<file path="src/rtl/adder_scan_pkg.sv">
// Shared types and defaults for the adder scan-test sequencer.
// The optional compare/fail-count feature is selected with ADDER_SCAN_CMP_EN.
package adder_scan_pkg;

    localparam int CHAIN_LEN_DEF = 5;
    localparam int DATA_W_DEF    = 4;

    typedef enum logic [2:0] {
        IDLE    = 3'd0,
        LOAD    = 3'd1,
        CAPTURE = 3'd2,
        UNLOAD  = 3'd3,
        DONE    = 3'd4
    } state_t;

    // Counter width able to hold the value n.
    function automatic int cnt_w(input int n);
        return $clog2(n + 1);
    endfunction

endpackage

</file>
<file path="src/rtl/adder_scan_shifter.sv">
// Shift datapath: a parallel-in/serial-out load register that drives the chain,
// and a serial-in/parallel-out register that collects bits unloaded from it.
module adder_scan_shifter
    import adder_scan_pkg::*;
#(
    parameter int CHAIN_LEN = CHAIN_LEN_DEF
) (
    input  logic                 clk,
    input  logic                 rst,
    input  logic                 load,
    input  logic [CHAIN_LEN-1:0] load_vec,
    input  logic                 shift_load,
    input  logic                 shift_cap,
    input  logic                 ser_in,
    output logic                 ser_out,
    output logic [CHAIN_LEN-1:0] cap_word
);

    localparam int CW1 = CHAIN_LEN - 1;

    logic [CHAIN_LEN-1:0] lreg;
    // Only CHAIN_LEN-1 bits are stored; the final bit is taken live from ser_in
    // so the full word is available on the last unload cycle.
    logic [CW1-1:0]       creg;

    always_ff @(posedge clk) begin
        if (rst) begin
            lreg <= '0;
            creg <= '0;
        end else begin
            if (load) begin
                lreg <= load_vec;
            end else if (shift_load) begin
                lreg <= {lreg[CHAIN_LEN-2:0], 1'b0};
            end

            if (load) begin
                creg <= '0;
            end else if (shift_cap) begin
                creg <= CW1'({creg, ser_in});
            end
        end
    end

    assign ser_out  = lreg[CHAIN_LEN-1];
    assign cap_word = {creg, ser_in};

endmodule

</file>
<file path="src/rtl/adder_scan_ctrl.sv">
// Scan-test sequencer for the registered adder: load chain, capture once, unload and compare.
// Define ADDER_SCAN_CMP_EN to build the expected-vector comparator and the fail counter.
module adder_scan_ctrl
    import adder_scan_pkg::*;
#(
    parameter int CHAIN_LEN = CHAIN_LEN_DEF,
    parameter int DATA_W    = DATA_W_DEF
) (
    input  logic                 CK,
    input  logic                 rst,
    input  logic                 start,
    input  logic                 abort,
    input  logic [DATA_W-1:0]    pat_a,
    input  logic [DATA_W-1:0]    pat_b,
    input  logic [CHAIN_LEN-1:0] load_vec,
    input  logic [CHAIN_LEN-1:0] exp_vec,
    input  logic                 scan_out,
    output logic                 scan_enable,
    output logic                 scan_in,
    output logic [DATA_W-1:0]    a,
    output logic [DATA_W-1:0]    b,
    output logic                 busy,
    output logic                 done,
    output logic [CHAIN_LEN-1:0] captured,
    output logic                 pass
);

    localparam int CW = cnt_w(CHAIN_LEN);

    // Host handshake: start is a single-cycle request honoured only while busy=0
    // (abort in the same cycle wins); each accepted, non-aborted test ends with
    // exactly one done pulse, and captured/pass hold from that pulse until the next accept.

    state_t              state, state_nx;
    logic [CW-1:0]       cnt, cnt_nx;
    logic [DATA_W-1:0]   op_a, op_b;
    logic                accept;
    logic                last;
    logic                load_bit;
    logic [CHAIN_LEN-1:0] cap_word;

    assign accept = (state == IDLE) && start && !abort;
    assign last   = (cnt == CW'(CHAIN_LEN - 1));

    always_ff @(posedge CK) begin
        if (rst) begin
            state <= IDLE;
            cnt   <= '0;
        end else begin
            state <= state_nx;
            cnt   <= cnt_nx;
        end
    end

    always_comb begin
        state_nx = state;
        cnt_nx   = cnt;
        case (state)
            IDLE: begin
                if (accept) begin
                    state_nx = LOAD;
                    cnt_nx   = '0;
                end
            end
            LOAD: begin
                if (last) begin
                    state_nx = CAPTURE;
                    cnt_nx   = '0;
                end else begin
                    cnt_nx = cnt + CW'(1);
                end
            end
            CAPTURE: begin
                state_nx = UNLOAD;
                cnt_nx   = '0;
            end
            UNLOAD: begin
                if (last) begin
                    state_nx = DONE;
                    cnt_nx   = '0;
                end else begin
                    cnt_nx = cnt + CW'(1);
                end
            end
            DONE: begin
                state_nx = IDLE;
                cnt_nx   = '0;
            end
            default: begin
                state_nx = IDLE;
                cnt_nx   = '0;
            end
        endcase
        if (abort && (state != IDLE)) begin
            state_nx = IDLE;
            cnt_nx   = '0;
        end
    end

    always_ff @(posedge CK) begin
        if (rst) begin
            op_a <= '0;
            op_b <= '0;
        end else if (accept) begin
            op_a <= pat_a;
            op_b <= pat_b;
        end
    end

    adder_scan_shifter #(
        .CHAIN_LEN (CHAIN_LEN)
    ) u_shifter (
        .clk        (CK),
        .rst        (rst),
        .load       (accept),
        .load_vec   (load_vec),
        .shift_load (state == LOAD),
        .shift_cap  (state == UNLOAD),
        .ser_in     (scan_out),
        .ser_out    (load_bit),
        .cap_word   (cap_word)
    );

    // Outputs are decoded from state so SE/SI drop in the same cycle IDLE is entered.
    assign busy        = (state != IDLE);
    assign done        = (state == DONE);
    assign scan_enable = (state == LOAD) || (state == UNLOAD);
    assign scan_in     = (state == LOAD) ? load_bit : 1'b0;
    assign a           = busy ? op_a : '0;
    assign b           = busy ? op_b : '0;

    // Results commit on the edge into DONE, so an abort during unload leaves them untouched.
    always_ff @(posedge CK) begin
        if (rst) begin
            captured <= '0;
        end else if ((state == UNLOAD) && last && !abort) begin
            captured <= cap_word;
        end
    end

`ifdef ADDER_SCAN_CMP_EN
    logic [CHAIN_LEN-1:0] exp_q;
    logic [7:0]           fail_cnt;

    always_ff @(posedge CK) begin
        if (rst) begin
            exp_q <= '0;
        end else if (accept) begin
            exp_q <= exp_vec;
        end
    end

    always_ff @(posedge CK) begin
        if (rst) begin
            pass <= 1'b0;
        end else if ((state == UNLOAD) && last && !abort) begin
            pass <= (cap_word == exp_q);
        end
    end

    always_ff @(posedge CK) begin
        if (rst) begin
            fail_cnt <= '0;
        end else if ((state == DONE) && !pass && (fail_cnt != 8'hFF)) begin
            fail_cnt <= fail_cnt + 8'd1;
        end
    end
`else
    logic unused_exp;
    assign unused_exp = ^exp_vec;
    assign pass       = 1'b0;
`endif

endmodule

</file>
<file path="config.mk">
export PLATFORM = sky130hd
export DESIGN_NAME = adder_scan_ctrl
export DESIGN_NICKNAME = d
export VERILOG_FILES = /design/src/rtl/adder_scan_pkg.sv /design/src/rtl/adder_scan_shifter.sv /design/src/rtl/adder_scan_ctrl.sv
export SDC_FILE = /design/constraint.sdc
export NUM_CORES = 1
export LEC_CHECK = 0
export CAP_MARGIN = 15
export CORE_MARGIN = 2
export CORE_UTILIZATION = 49
export CTS_CLUSTER_DIAMETER = 120
export DETAILED_ROUTE_END_ITERATION = 8
export PLACE_DENSITY = 0.83
export SYNTH_ARGS = -nofsm -noshare
export SYNTH_HDL_FRONTEND = slang
export SYNTH_HIERARCHICAL = 1
export SYNTH_SLANG_ARGS = --single-unit
</file>
<file path="constraint.sdc">
create_clock -name CK -period 4.9 [get_ports CK]
set_clock_uncertainty 0.1 [all_clocks]
set_input_delay 0.49 -clock CK [delete_from_list [all_inputs] [get_ports CK]]
set_output_delay 0.49 -clock CK [all_outputs]
set_load 0.01 [all_outputs]
</file>
== Yosys cells after proc, flatten, opt, wreduce, memory -nomap -nowiden ==
Cells that the tools add are included.

* Register bits after elaboration: 28
* Output and inout port bits: 18
* Word-level logic and storage cells: 42

* Add/sub/neg operators: 1
* Eq/ne operators: 8
* Muxes and demuxes: 12
* Reduce and logical (&&, ||, !) cells: 14

{| class="wikitable"
|+ Operators by type and width
! operator !! number
|-
| $mux 3 || 5
|-
| $pmux 3 s4 || 1
|-
| $mux 5 || 2
|-
| $mux 4 || 2
|-
| $eq 3x2->1 const B || 2
|-
| $eq 3x3->1 const B || 2
|-
| $ne 2x2->1 const B || 3
|-
| $pmux 3 s2 || 1
|-
| $reduce_or 2->1 || 3
|-
| $logic_and 1x1->1 || 5
|-
| $add 3x1->3 const B || 1
|-
| $eq 3x1->1 const B || 1
|-
| $logic_not 3->1 || 1
|-
| $reduce_and 3->1 || 1
|-
| $reduce_bool 3->1 || 1
|-
| $reduce_bool 2->1 || 1
|-
| $logic_not 1->1 || 1
|-
| $logic_or 1x1->1 || 1
|-
| $mux 1 || 1
|}

== Logic depth before layout (Yosys ltp) ==
Gate-level depths: netlist (run 1).

* Depth in word-level cells: 5
* Depth in mapped cells: 7

== Hierarchy ==
Netlist (run 1), hierarchy kept.

{| class="wikitable"
|+ Modules (own cells, without submodules)
! module !! instances !! cells an instance !! area each (µm²) !! sequential area each (µm²)
|-
| adder_scan_ctrl || 1 || 111 || 958.4 || 380.4
|-
| adder_scan_shifter || 1 || 38 || 389.1 || 180.2
|}

== Worst setup path before layout (run 1) ==
Ideal clock, no wire load.

* Kind: input to register
* From: in start
* To: reg u_shifter.lreg[1]
* Setup time: 0.086 ns
* Data arrival time: 1.551 ns
* Path slack: 3.164 ns
* Stages on the path: 7
* Buffers on the path: 3
* Path through: clkbuf_1 > nand2b_1 > clkbuf_1 > nor2_1 > buf_2 > inv_1 > a211oi_1

* Word-level cells in the longest chain between the ends: 3

{| class="wikitable"
|+ Ends and longest elaborated chain
! element !! RTL line !! source
|-
| start, declared || adder_scan_ctrl.sv:11 || <nowiki>input logic start,</nowiki>
|-
| $logic_and 1x1->1 * (2 in a row) || adder_scan_ctrl.sv:42 || <nowiki>assign accept = (state == IDLE) && start && !abort;</nowiki>
|-
| net accept || adder_scan_ctrl.sv:37 || <nowiki>logic accept;</nowiki>
|-
| $mux 5 / $reduce_bool 2->1 (equally long branches) || n/a ||
|-
| end signal, assigned || adder_scan_shifter.sv:32 || <nowiki>lreg <= load_vec;</nowiki>
|-
| end signal, assigned || adder_scan_shifter.sv:34 || <nowiki>lreg <= {lreg[CHAIN_LEN-2:0], 1'b0};</nowiki>
|-
| end, declared || adder_scan_shifter.sv:21 || <nowiki>logic [CHAIN_LEN-1:0] lreg;</nowiki>
|}

Mark *: on every way through the listed nets, which the timed path passes. The rest lies on a longest branch.
A chain may end at the register's enable or synchronous reset.

== Worst setup path in the final report (run 1) ==
* From: reg state[2]
* To: out b[2]

* Word-level cells in the longest chain between the ends: 2

{| class="wikitable"
|+ Ends and longest elaborated chain
! element !! RTL line !! source
|-
| start, declared || adder_scan_ctrl.sv:34 || <nowiki>state_t state, state_nx;</nowiki>
|-
| start signal, assigned || adder_scan_ctrl.sv:50 || <nowiki>state <= state_nx;</nowiki>
|-
| $reduce_bool 3->1 || adder_scan_ctrl.sv:125 || <nowiki>assign busy = (state != IDLE);</nowiki>
|-
| $mux 4 || adder_scan_ctrl.sv:130 || <nowiki>assign b = busy ? op_b : '0;</nowiki>
|-
| end, declared || adder_scan_ctrl.sv:21 || <nowiki>output logic [DATA_W-1:0] b,</nowiki>
|}

No other way between the ends.

==> summary.md, run 1 <==
| Metric | Value |
|---|---|
| Outcome | `finished, final reports clean` |
| Hold Path Sink | `captured[2]` |
| Synthesized area per cell | `about 9.0 um2` |
| H-tree depth | `1` |
| Ys async rst share | `0%` |
| Hold Crit Class | `flop to flop` |
| Unique masters post-synth | `32` |
| # nets final | `approximately 200` |
| Final RePlAce weighted congestion | `about 0.73` |
| # resized after CTS | `0` |
| Layout cell share with drive strength beyond 1 | `between 4 and 5%` |
| R2R setup slack | `approximately 2.4 ns` |
| CTS tree | `built` |
| HP Start | `captured[2]` |
| Syn Nets | `between 150 and 200` |
| Dpl cells | `a little under 200` |
| Synth Flop Type | `dfxtp_1` |
| Pre-CTS worst setup slack | `about 2.3 ns` |
| RSZ-0062 raised after global routing | `no` |
| DR WL/cell | `between 10 and 15 um` |
| Ys Warns | `6` |
| CP Capture Type | `output pin` |
| Initial antenna violation count | `0` |
| Max Buffers Root-to-Sink | `2` |
| Num CTS Buffers | `3` |
| Area growth syn-to-layout | `24.1%` |
| Iteration-0 DRC Markers | `18` |
| Post-Syn Area | `0.00135 mm2` |
| Rel. slew slack | `45.5%` |
| Vias/cell | `roughly 5.5` |
| Clock-pin transition on the worst setup and hold timing paths | `~0.13 ns` |
| R2R Path End | `u_shifter/lreg[1]` |
| # DRC | `0` |
| # rows | `19` |
| # diodes | `0` |
| Hold Violations, Final | `0` |
| Setup violators final | `0` |
| TritonRoute pass-1 iters | `4` |
| Final Non-Filler Cells | `roughly 200` |
| Power Dens Cells | `~230 mW/mm2` |
| Detailed Route WL | `2.55 mm` |
| Max-cap violations | `0` |
| Clock Latency Late Sink | `approximately 0.31 ns` |
| Core area | `approximately 0.0027 mm2` |
| Crit start category | `flop` |
| Crit Path Category | `flop to output pin` |
| Seq/Total Area, Yosys | `approximately two fifths` |
| Final Max Slew Viols | `0` |
| Die footprint | `around 0.0032 mm2` |
| Final worst slack | `between 1.5 and 2 ns` |
| Tcrit/Tclk final | `60.6%` |
| Number of synthesized flops with an enable pin | `0` |
| Die Span Y | `56.4 um` |
| Number of port buffers | `34` |
| Reg2reg start | `state[2]` |
| Setup tns final | `0 ns` |
| I/O pins | `41` |
| Placed cell area | `around 0.0017 mm2` |
| Clk root buf | `clkbuf_4` |
| Worst Max-Slew Pin Slew | `about 0.82 ns` |
| Yosys reg bits | `28` |
| Cells on Worst Hold Path | `2` |
| CTS Sinks | `28` |
| Arr. time, crit path | `2.38 ns` |
| Final min period | `about 3.0 ns` |
| Vias in the first global route | `about 1100` |
| Crit Path Max Fanout | `19` |
| Placed wire-length estimate | `approximately 1.9 mm` |
| Total GRT Usage | `17.3%` |
| Critical Path RT | `between 4 and 5 ns` |
| Cells after synthesis | `approximately 150` |
| Design area | `between 0.0015 and 0.002 mm2` |
| GR Overflow Total | `0` |
| Fmax | `~340 MHz` |
| LEAKAGE | `0.568 nW` |
| Initial Utilization | `50.2%` |
| Peak VDD IR | `approximately 0.00024 V` |
| Pin count of the biggest net entering global routing | `29` |
| Vias post-DR | `1101` |
| Post-CTS Setup Inserts | `0` |
| FF-to-FF path depth | `5` |
| Post-route ant nets | `0` |
| First-pass GRT wire length | `~4.5 mm` |
| Hold_buf cts | `0` |
| Die Span X | `about 56 um` |
worst max-delay path: stages, from the launching register on:
cell and delay [ns]:
dfxtp_1 0.41, nor3_2 0.67, inv_2 0.27, and2_1 0.24
clkdlybuf4s50_1 0.47
registers in the layout, summed over array words and instances (netlist names):
register,cells
state,3
u_shifter/lreg,5
u_shifter/creg,4
op_a,4
op_b,4
captured,5
cnt,3
synth_stat cells (all sizes together), types with 4 or more instances:
cell type / count / area (um2)
and2: 10 / 62.6
mux2i: 13 / 130
clkbuf: 8 / 31.3
nor2: 4 / 15.0
inv: 4 / 15.0
a211oi: 4 / 30.0
buf: 7 / 45.0
nand4b: 8 / 70.1
dfxtp: 28 / 561
a21oi: 12 / 60.1
nand2: 4 / 15.0
nand3: 4 / 20.0
nand2b: 11 / 68.8
nor2b: 5 / 31.3
o21ai: 8 / 40.0
nor3: 6 / 35.0
layer usage:
| layer | GRT usage (%) | vias up | part of all wire, % |
|---|---|---|---|
| met5 | 0 | - | 0 |
| met4 | 3.74 | 0 | 0.39 |
| met3 | 4.84 | 2 | 4.9 |
| met2 | 32.4 | 32 | 52 |
| met1 | 19.0 | 509 | 42 |
| li1 | - | 558 | - |
final cells by class:
class,count,area [um2]
clock buffers,3,22.5
repair buffers,34,340
fillers,238,1010
multi-input cells,102,696
flip-flops and latches,28,561
inverters,4,15.0
well taps,31,38.8
worst max-delay path by stage:
stage                             end  depth (start not counted)     start  slack [ns]
detailed placement  u_shifter/lreg[1]                          5     abort        2.26
global route                     b[1]                          4  state[2]        1.79
floorplan           u_shifter/lreg[1]                          7     start        3.16
global placement    u_shifter/lreg[1]                          5     start        2.35
finish                           b[2]                          4  state[2]        1.93
CTS                              b[2]                          4  state[2]        1.94
placed cells by master, fill, tap and decap left out, types with 3 or more instances in the layout:
master	instances
nand2b_1	11
a21oi_1	12
clkbuf_4	3
dfxtp_1	28
o21ai_0	8
inv_1	3
nor3_1	5
nand4b_1	8
nand3_1	4
mux2i_1	13
clkdlybuf4s50_1	34
nand2_1	4
nor2_1	4
and2_1	10
nor2b_1	5
a211oi_1	4
metrics by stage:
stage | power [mW] | hold WS (ns) | utilization, %
2_1_floorplan | 0.279 | 0.349 | -
3_3_place_gp | 0.298 | 0.356 | 61.4
3_5_place_dp | 0.301 | 0.365 | 61.4
4_1_cts | 0.391 | 0.386 | 62.3
5_1_grt | 0.407 | 0.411 | 62.3
6_report | 0.384 | 0.384 | 62.3
kinds of logic (layout without fill, tap and decap cells):
| family | Yosys count | after routing | share of synthesized area (%) |
|---|---|---|---|
| and+or+nand+nor | 59 | 59 | 27.9 |
| DFF | 28 | 28 | 41.6 |
| AOI/OAI and AO/OA | 26 | 26 | 11.3 |
| buffers and inverters | 19 | 41 | 6.78 |
| muxes | 13 | 13 | 9.66 |
| adders and majority gates | 2 | 2 | 1.86 |
| other | 1 | 1 | 0.278 |
| xor gates and xnor gates | 1 | 1 | 0.650 |
power by group:
| part | switching (mW) | leakage (nW) | internal, mW |
|---|---|---|---|
| clock | 0.0601 | 0.0138 | 0.0288 |
| sequential | 0.00384 | 0.227 | 0.235 |
| combinational | 0.0268 | 0.327 | 0.0293 |
Note: power is estimated with default switching activity, not from simulation.
==> inputs of run 2 (changes only) <==
--- a/config.mk
+++ b/config.mk
@@ -7,10 +7,10 @@
 export LEC_CHECK = 0
 export CAP_MARGIN = 15
 export CORE_MARGIN = 2
-export CORE_UTILIZATION = 49
+export CORE_UTILIZATION = 46
 export CTS_CLUSTER_DIAMETER = 120
 export DETAILED_ROUTE_END_ITERATION = 8
-export PLACE_DENSITY = 0.83
+export PLACE_DENSITY = 0.79
 export SYNTH_ARGS = -nofsm -noshare
 export SYNTH_HDL_FRONTEND = slang
 export SYNTH_HIERARCHICAL = 1
==> constraint.sdc (replaced) <==
create_clock -name CK -period 3 [get_ports CK]
set_clock_uncertainty 0.1 [all_clocks]
set_input_delay 0.3 -clock CK [delete_from_list [all_inputs] [get_ports CK]]
set_output_delay 0.3 -clock CK [all_outputs]
set_load 0.01 [all_outputs]
==> run 2 against run 1 <==
Effect of this change: sequential cell count did not move; setup slack got worse by 1.3 ns; via count grew 1.4%; cell count increased by 1.5%; power up 91%; critical path type unchanged; largest cell class unchanged; clock-buffer cell count is the same; combinational power grew 72%; clock power grew to 2.8 times the previous value.
==> summary.md, run 2 (synthesized netlist as in run 1, its figures left out) <==
| Metric | Value |
|---|---|
| Initial Utilization | `48.4% (-1.7 points)` |
| TritonRoute pass-1 iters | `4 (unchanged)` |
| Die Span Y | `58.1 um (+3.0%)` |
| Hold Crit Class | `flop to flop` |
| Die Span X | `58.1 um (+3.0%)` |
| Clock Latency Late Sink | `0.33 ns (+0.02 ns)` |
| Area growth syn-to-layout | `27.5%` |
| LEAKAGE | `0.592 nW (+4.2%)` |
| Top Registers | `captured (5), u_shifter/lreg (5)` |
| Clk root buf | `clkbuf_4` |
| Final min period | `between 2 and 2.5 ns` |
| Pin count of the biggest net entering global routing | `29 (unchanged)` |
| I/O pins | `41 (unchanged)` |
| Hold_buf cts | `0 (unchanged)` |
| FF-to-FF path depth | `6 (+1)` |
| Worst Max-Slew Pin Slew | `0.874 ns (+0.0576 ns)` |
| Fmax | `416 MHz` |
| Slowest cell on crit path | `clkdlybuf4s50_1` |
| Rel. slew slack | `41.6% (-3.9 points)` |
| # diodes | `0 (unchanged)` |
| Tcrit/Tclk final | `roughly 80%` |
| Multi-input gate area | `696 um2 (unchanged)` |
| DR WL/cell | `13.8 um (+9.6%)` |
| Peak VDD IR | `0.000430 V (+81%)` |
| Final worst slack | `0.597 ns (-1.33 ns)` |
| Total GRT Usage | `18.4% (+1.2 points)` |
| Outcome | `finished, final reports clean` |
| # resized after CTS | `0 (unchanged)` |
| CP Capture Type | `output pin` |
| Crit start category | `flop` |
| Part of the power in registers | `53.3% (-9.0 points)` |
| Post-route ant nets | `0 (unchanged)` |
| Reg2reg start | `state[2]` |
| Setup tns final | `0 ns (unchanged)` |
| FF+latch area | `561 um2 (unchanged)` |
| # nets final | `200 (+1.0%)` |
| CP peak stage delay | `0.54 ns (-0.13 ns)` |
| R2R Path End | `u_shifter/lreg[3]` |
| Num CTS Buffers | `3 (unchanged)` |
| R2R setup slack | `0.89 ns (-1.53 ns)` |
| P_int | `570 uW (+94%)` |
| Critical Path RT | `2.60 ns (-1.71 ns)` |
| Post-CTS Setup Inserts | `0 (unchanged)` |
| Hold Path Sink | `captured[2]` |
| Clock power share | `33.6% (+11 points)` |
| # rows | `19 (unchanged)` |
| Vias post-DR | `1116 (+1.4%)` |
| Final Max Slew Viols | `0 (unchanged)` |
| Core area | `0.00278 mm2 (+3.5%)` |
| Layout cell share with drive strength beyond 1 | `5.75% (+1.7 points)` |
| HP Start | `captured[2]` |
| Setup violators final | `0 (unchanged)` |
| CTS Sinks | `28 (unchanged)` |
| Fill cells | `240 (+0.84%)` |
| Most common cell after layout, fill and taps aside | `clkdlybuf4s50_1` |
| Design area | `0.00172 mm2 (+2.7%)` |
| CTS tree | `built` |
| Arr. time, crit path | `2.00 ns (-0.38 ns)` |
| Crit path max-delay family | `buffers and inverters` |
| Switching fraction of total power | `22.4% (-1.2 points)` |
| Max Buffers Root-to-Sink | `2 (unchanged)` |
| Placed wire-length estimate | `2.06 mm (+7.4%)` |
| # DRC | `0 (unchanged)` |
| Placed cell area | `0.00167 mm2 (+0.91%)` |
| H-tree depth | `1 (unchanged)` |
| Detailed Route WL | `2.83 mm (+11%)` |
| GR Overflow Total | `0 (unchanged)` |
| Net Switching | `165 uW (+81%)` |
| Worst-path cell chain | `nor3_2 -> buf_4 -> inv_2 -> and2_1 -> clkdlybuf4s50_1` |
| First-pass GRT wire length | `4.86 mm (+8.1%)` |
| Vias in the first global route | `1102 (+1.4%)` |
| Cells on Worst Hold Path | `2 (unchanged)` |
| Crit Path Max Fanout | `19 (unchanged)` |
| Max-cap violations | `0 (unchanged)` |
| Die footprint | `0.00338 mm2 (+6.1%)` |
| Power Dens Cells | `428 mW/mm2 (+86%)` |
| Vias/cell | `5.44 (-0.12%)` |
| Clock-pin transition on the worst setup and hold timing paths | `0.15 ns (+0.02 ns)` |
| Pre-CTS worst setup slack | `0.449 ns (-1.82 ns)` |
| Iteration-0 DRC Markers | `26 (+8)` |
| Number of port buffers | `34 (unchanged)` |
| Final RePlAce weighted congestion | `0.704 (-3.9%)` |
| RSZ-0062 raised after global routing | `no` |
| Initial antenna violation count | `0 (unchanged)` |
| Gate power share | `13.1% (-1.5 points)` |
| Crit Path Category | `flop to output pin` |
| Buf/Inv on CP | `3 (+1)` |
| Hold Violations, Final | `0 (unchanged)` |
| Commonest cells after routing, fill and taps aside | `clkdlybuf4s50_1 (34), dfxtp_1 (28), mux2i_1 (13)` |
run 2: cell types whose count changed in the layout (fill, tap and decap cells not counted), sizes merged:
| cell | before | now |
|---|---|---|
| bufinv | 0 | 1 |
| buf | 0 | 2 |
run 2: layout make-up:
cell class,count,share of cell area (%)
Multi-Input combinational cell,102,40.5
Sequential cell,28,32.6
Timing Repair Buffer,36,20.7
Tap cell,31,2.26
Clock inverter,1,1.75
Clock buffer,3,1.31
Inverter,4,0.874
run 2: per-stage QoR:
step / hold slack, ns / power (mW) / std cells / utilization [%]
CTS: 0.388 / 0.738 / 205 / 61.8
detailed placement: 0.368 / 0.495 / 201 / 59.9
global placement: 0.358 / 0.490 / 201 / 59.9
global route: 0.416 / 0.763 / 205 / 61.8
floorplan: 0.343 / 0.456 / 149 / -
finish: 0.384 / 0.734 / 205 / 61.8
run 2: power by group through the flow:
| stage | combinational, mW | clock [mW] | sequential [mW] |
|---|---|---|---|
| 2_1_floorplan | 0.0593 | 0 | 0.397 |
| 4_1_cts | 0.0970 | 0.250 | 0.391 |
| 3_5_place_dp | 0.0963 | 0 | 0.399 |
| 5_1_grt | 0.106 | 0.264 | 0.393 |
| 3_3_place_gp | 0.0921 | 0 | 0.398 |
| 6_report | 0.0964 | 0.247 | 0.391 |
run 2: worst max-delay path by stage:
stage / slack (ns) / start / depth (start not counted) / end
floorplan: 1.39 / state[2] / 7 / u_shifter/lreg[1]
global placement: 0.65 / start / 5 / u_shifter/lreg[4]
detailed placement: 0.45 / abort / 5 / u_shifter/lreg[3]
CTS: 0.59 / state[2] / 5 / a[2]
global route: 0.48 / state[2] / 5 / a[2]
finish: 0.60 / state[2] / 5 / a[2]
run 2: worst register-to-register path: stages (launching register included):
cell	delay (ns)
dfxtp_1	0.41
nor3_2	0.19
buf_4	0.20
inv_2	0.14
nor2_1	0.52
inv_1	0.21
a211oi_1	0.26
run 2: metal layers:
metal | track usage, % | share of wire, % | up-vias
li1 | - | - | 563
met1 | 20.4 | 41 | 520
met2 | 34.7 | 53 | 31
met3 | 5.13 | 5.7 | 2
met4 | 3.99 | 0.60 | 0
met5 | 0 | 0 | -
==> inputs of run 3 (changes only) <==
==> constraint.sdc (replaced) <==
create_clock -name CK -period 2.3 [get_ports CK]
set_clock_uncertainty 0.1 [all_clocks]
set_input_delay 0.23 -clock CK [delete_from_list [all_inputs] [get_ports CK]]
set_output_delay 0.23 -clock CK [all_outputs]
set_load 0.01 [all_outputs]
==> run 3 against run 2 <==
Effect of this change: highest routed layer unchanged; critical endpoint unchanged; sequential share of layout area decreased by 0.40 points; critical path depth fell by 1; global-route usage increased by 0.48 points.
==> summary.md, run 3 (synthesized netlist as in run 1, its figures left out) <==
| Metric | Value |
|---|---|
| Post-route ant nets | `0 (unchanged)` |
| Placed cell area | `0.00170 mm2 (+2.3%)` |
| Final min period | `around 2.2 ns` |
| Crit Path Category | `flop to output pin` |
| Design area | `0.00174 mm2 (+1.2%)` |
| Power Dens Cells | `508 mW/mm2 (+19%)` |
| Vias/cell | `5.47 (+0.42%)` |
| # DRC | `0 (unchanged)` |
| Initial antenna violation count | `0 (unchanged)` |
| Initial Utilization | `48.4% (unchanged)` |
| I/O pins | `41 (unchanged)` |
| Layout cell share with drive strength beyond 1 | `8.38% (+2.6 points)` |
| Max-cap violations | `0 (unchanged)` |
| Hold Crit Class | `input port to flop` |
| DR WL/cell | `13.6 um (-1.3%)` |
| Clock Latency Late Sink | `0.33 ns (about the same)` |
| Pin count of the biggest net entering global routing | `20 (-31%)` |
| Top Registers | `captured (5), u_shifter/lreg (5)` |
| Hold WS | `0.344 ns (-0.0401 ns)` |
| Die Span X | `58.1 um (unchanged)` |
| Clk root buf | `clkbuf_4` |
| Vias post-DR | `1148 (+2.9%)` |
| CP Capture Type | `output pin` |
| Peak VDD IR | `0.000366 V (-15%)` |
| Core area | `0.00278 mm2 (unchanged)` |
| Final RePlAce weighted congestion | `0.721 (+2.4%)` |
| Number of port buffers | `34 (unchanged)` |
| Crit Path Max Fanout | `19 (unchanged)` |
| # diodes | `0 (unchanged)` |
| Commonest cells after routing, fill and taps aside | `clkdlybuf4s50_1 (34), dfxtp_1 (28), mux2i_1 (13)` |
| Critical Path RT | `1.97 ns (-0.63 ns)` |
| Cells on Worst Hold Path | `3 (+1)` |
| Arr. time, crit path | `1.83 ns (-0.17 ns)` |
| Post-CTS Setup Inserts | `0 (unchanged)` |
| Num CTS Buffers | `3 (unchanged)` |
| Clock-pin transition on the worst setup and hold timing paths | `0.14 ns (about the same)` |
| Total GRT Usage | `18.9% (+0.48 points)` |
| CTS tree | `built` |
| Max Buffers Root-to-Sink | `2 (unchanged)` |
| Placed wire-length estimate | `2.16 mm (+5.2%)` |
| Tcrit/Tclk final | `~94%` |
| TritonRoute pass-1 iters | `4 (unchanged)` |
| Die Span Y | `58.1 um (unchanged)` |
| Setup tns final | `0 ns (unchanged)` |
| Final Max Slew Viols | `0 (unchanged)` |
| Area growth syn-to-layout | `29.1%` |
| RSZ-0062 raised after global routing | `no` |
| LEAKAGE | `0.609 nW (+2.9%)` |
| Setup violators final | `0 (unchanged)` |
| First-pass GRT wire length | `4.86 mm (unchanged)` |
| Crit start category | `flop` |
| Vias in the first global route | `1092 (-0.91%)` |
| Fmax | `464 MHz` |
| Hold_buf cts | `0 (unchanged)` |
| CTS Sinks | `28 (unchanged)` |
| Die footprint | `0.00338 mm2 (unchanged)` |
| # rows | `19 (unchanged)` |
| # nets final | `205 (+2.5%)` |
| Iteration-0 DRC Markers | `20 (-23%)` |
| # resized after CTS | `0 (unchanged)` |
| Outcome | `finished, final reports clean` |
| FF-to-FF path depth | `6 (unchanged)` |
| Detailed Route WL | `2.86 mm (+1.1%)` |
| Hold Violations, Final | `0 (unchanged)` |
| GR Overflow Total | `0 (unchanged)` |
| H-tree depth | `1 (unchanged)` |
| Most common cell after layout, fill and taps aside | `clkdlybuf4s50_1` |
run 3: cell count changes in the layout (fill, tap and decap cells not counted), sizes merged:
| cell | before | now |
|---|---|---|
| buf | 2 | 7 |
| bufinv | 1 | 0 |
| clkbuf | 3 | 4 |
run 3: path summary, 6_finish.rpt:
check,endpoint,slack [ns],start
max,a[2],0.14,state[2]
min,u_shifter/lreg[0],0.34,load_vec[0]
max reg2reg,u_shifter/lreg[0],0.61,state[2]
min reg2reg,op_a[0],0.38,op_a[0]
run 3: report_power, final:
group | total (mW) | internal, mW | switching (mW)
clock network | 0.241 | 0.0971 | 0.143
logic | 0.132 | 0.0708 | 0.0614
registers | 0.510 | 0.502 | 0.00883
total | 0.883 | 0.669 | 0.214
run 3: metal layers:
metal | vias to the layer above | wire (um) | share of wire, % | track usage, %
met1 | 528 | 1210 | 42 | 21.9
met3 | 7 | 153 | 5.3 | 2.90
li1 | 570 | - | - | -
met2 | 43 | 1430 | 50 | 33.6
met4 | 0 | 70 | 2.4 | 9.30
met5 | - | 0 | 0 | 0
run 3: critical path, stage by stage (launching register included):
cell,delay (ns)
dfxtp_1,0.49
nor3_2,0.10
inv_2,0.20
and2_1,0.16
clkdlybuf4s50_1,0.53
run 3: metrics by stage:
step                      instances  total power, mW  setup slack, ns  util, %
after detailed placement        206            0.653            0.435     61.2
final                           210            0.883            0.143     62.5
after floorplan                 149            0.595            0.694        -
after CTS                       210            0.889            0.137     62.5
after global placement          206            0.647            0.440     61.2
after global routing            210            0.932           0.0306     62.5
run 3: layout make-up:
type | instances | area, um2
multi-input cells | 102 | 696
well taps | 31 | 38.8
inverters | 4 | 15.0
clock buffers | 4 | 36.3
fillers | 257 | 1040
repair buffers | 41 | 393
flip-flops and latches | 28 | 561
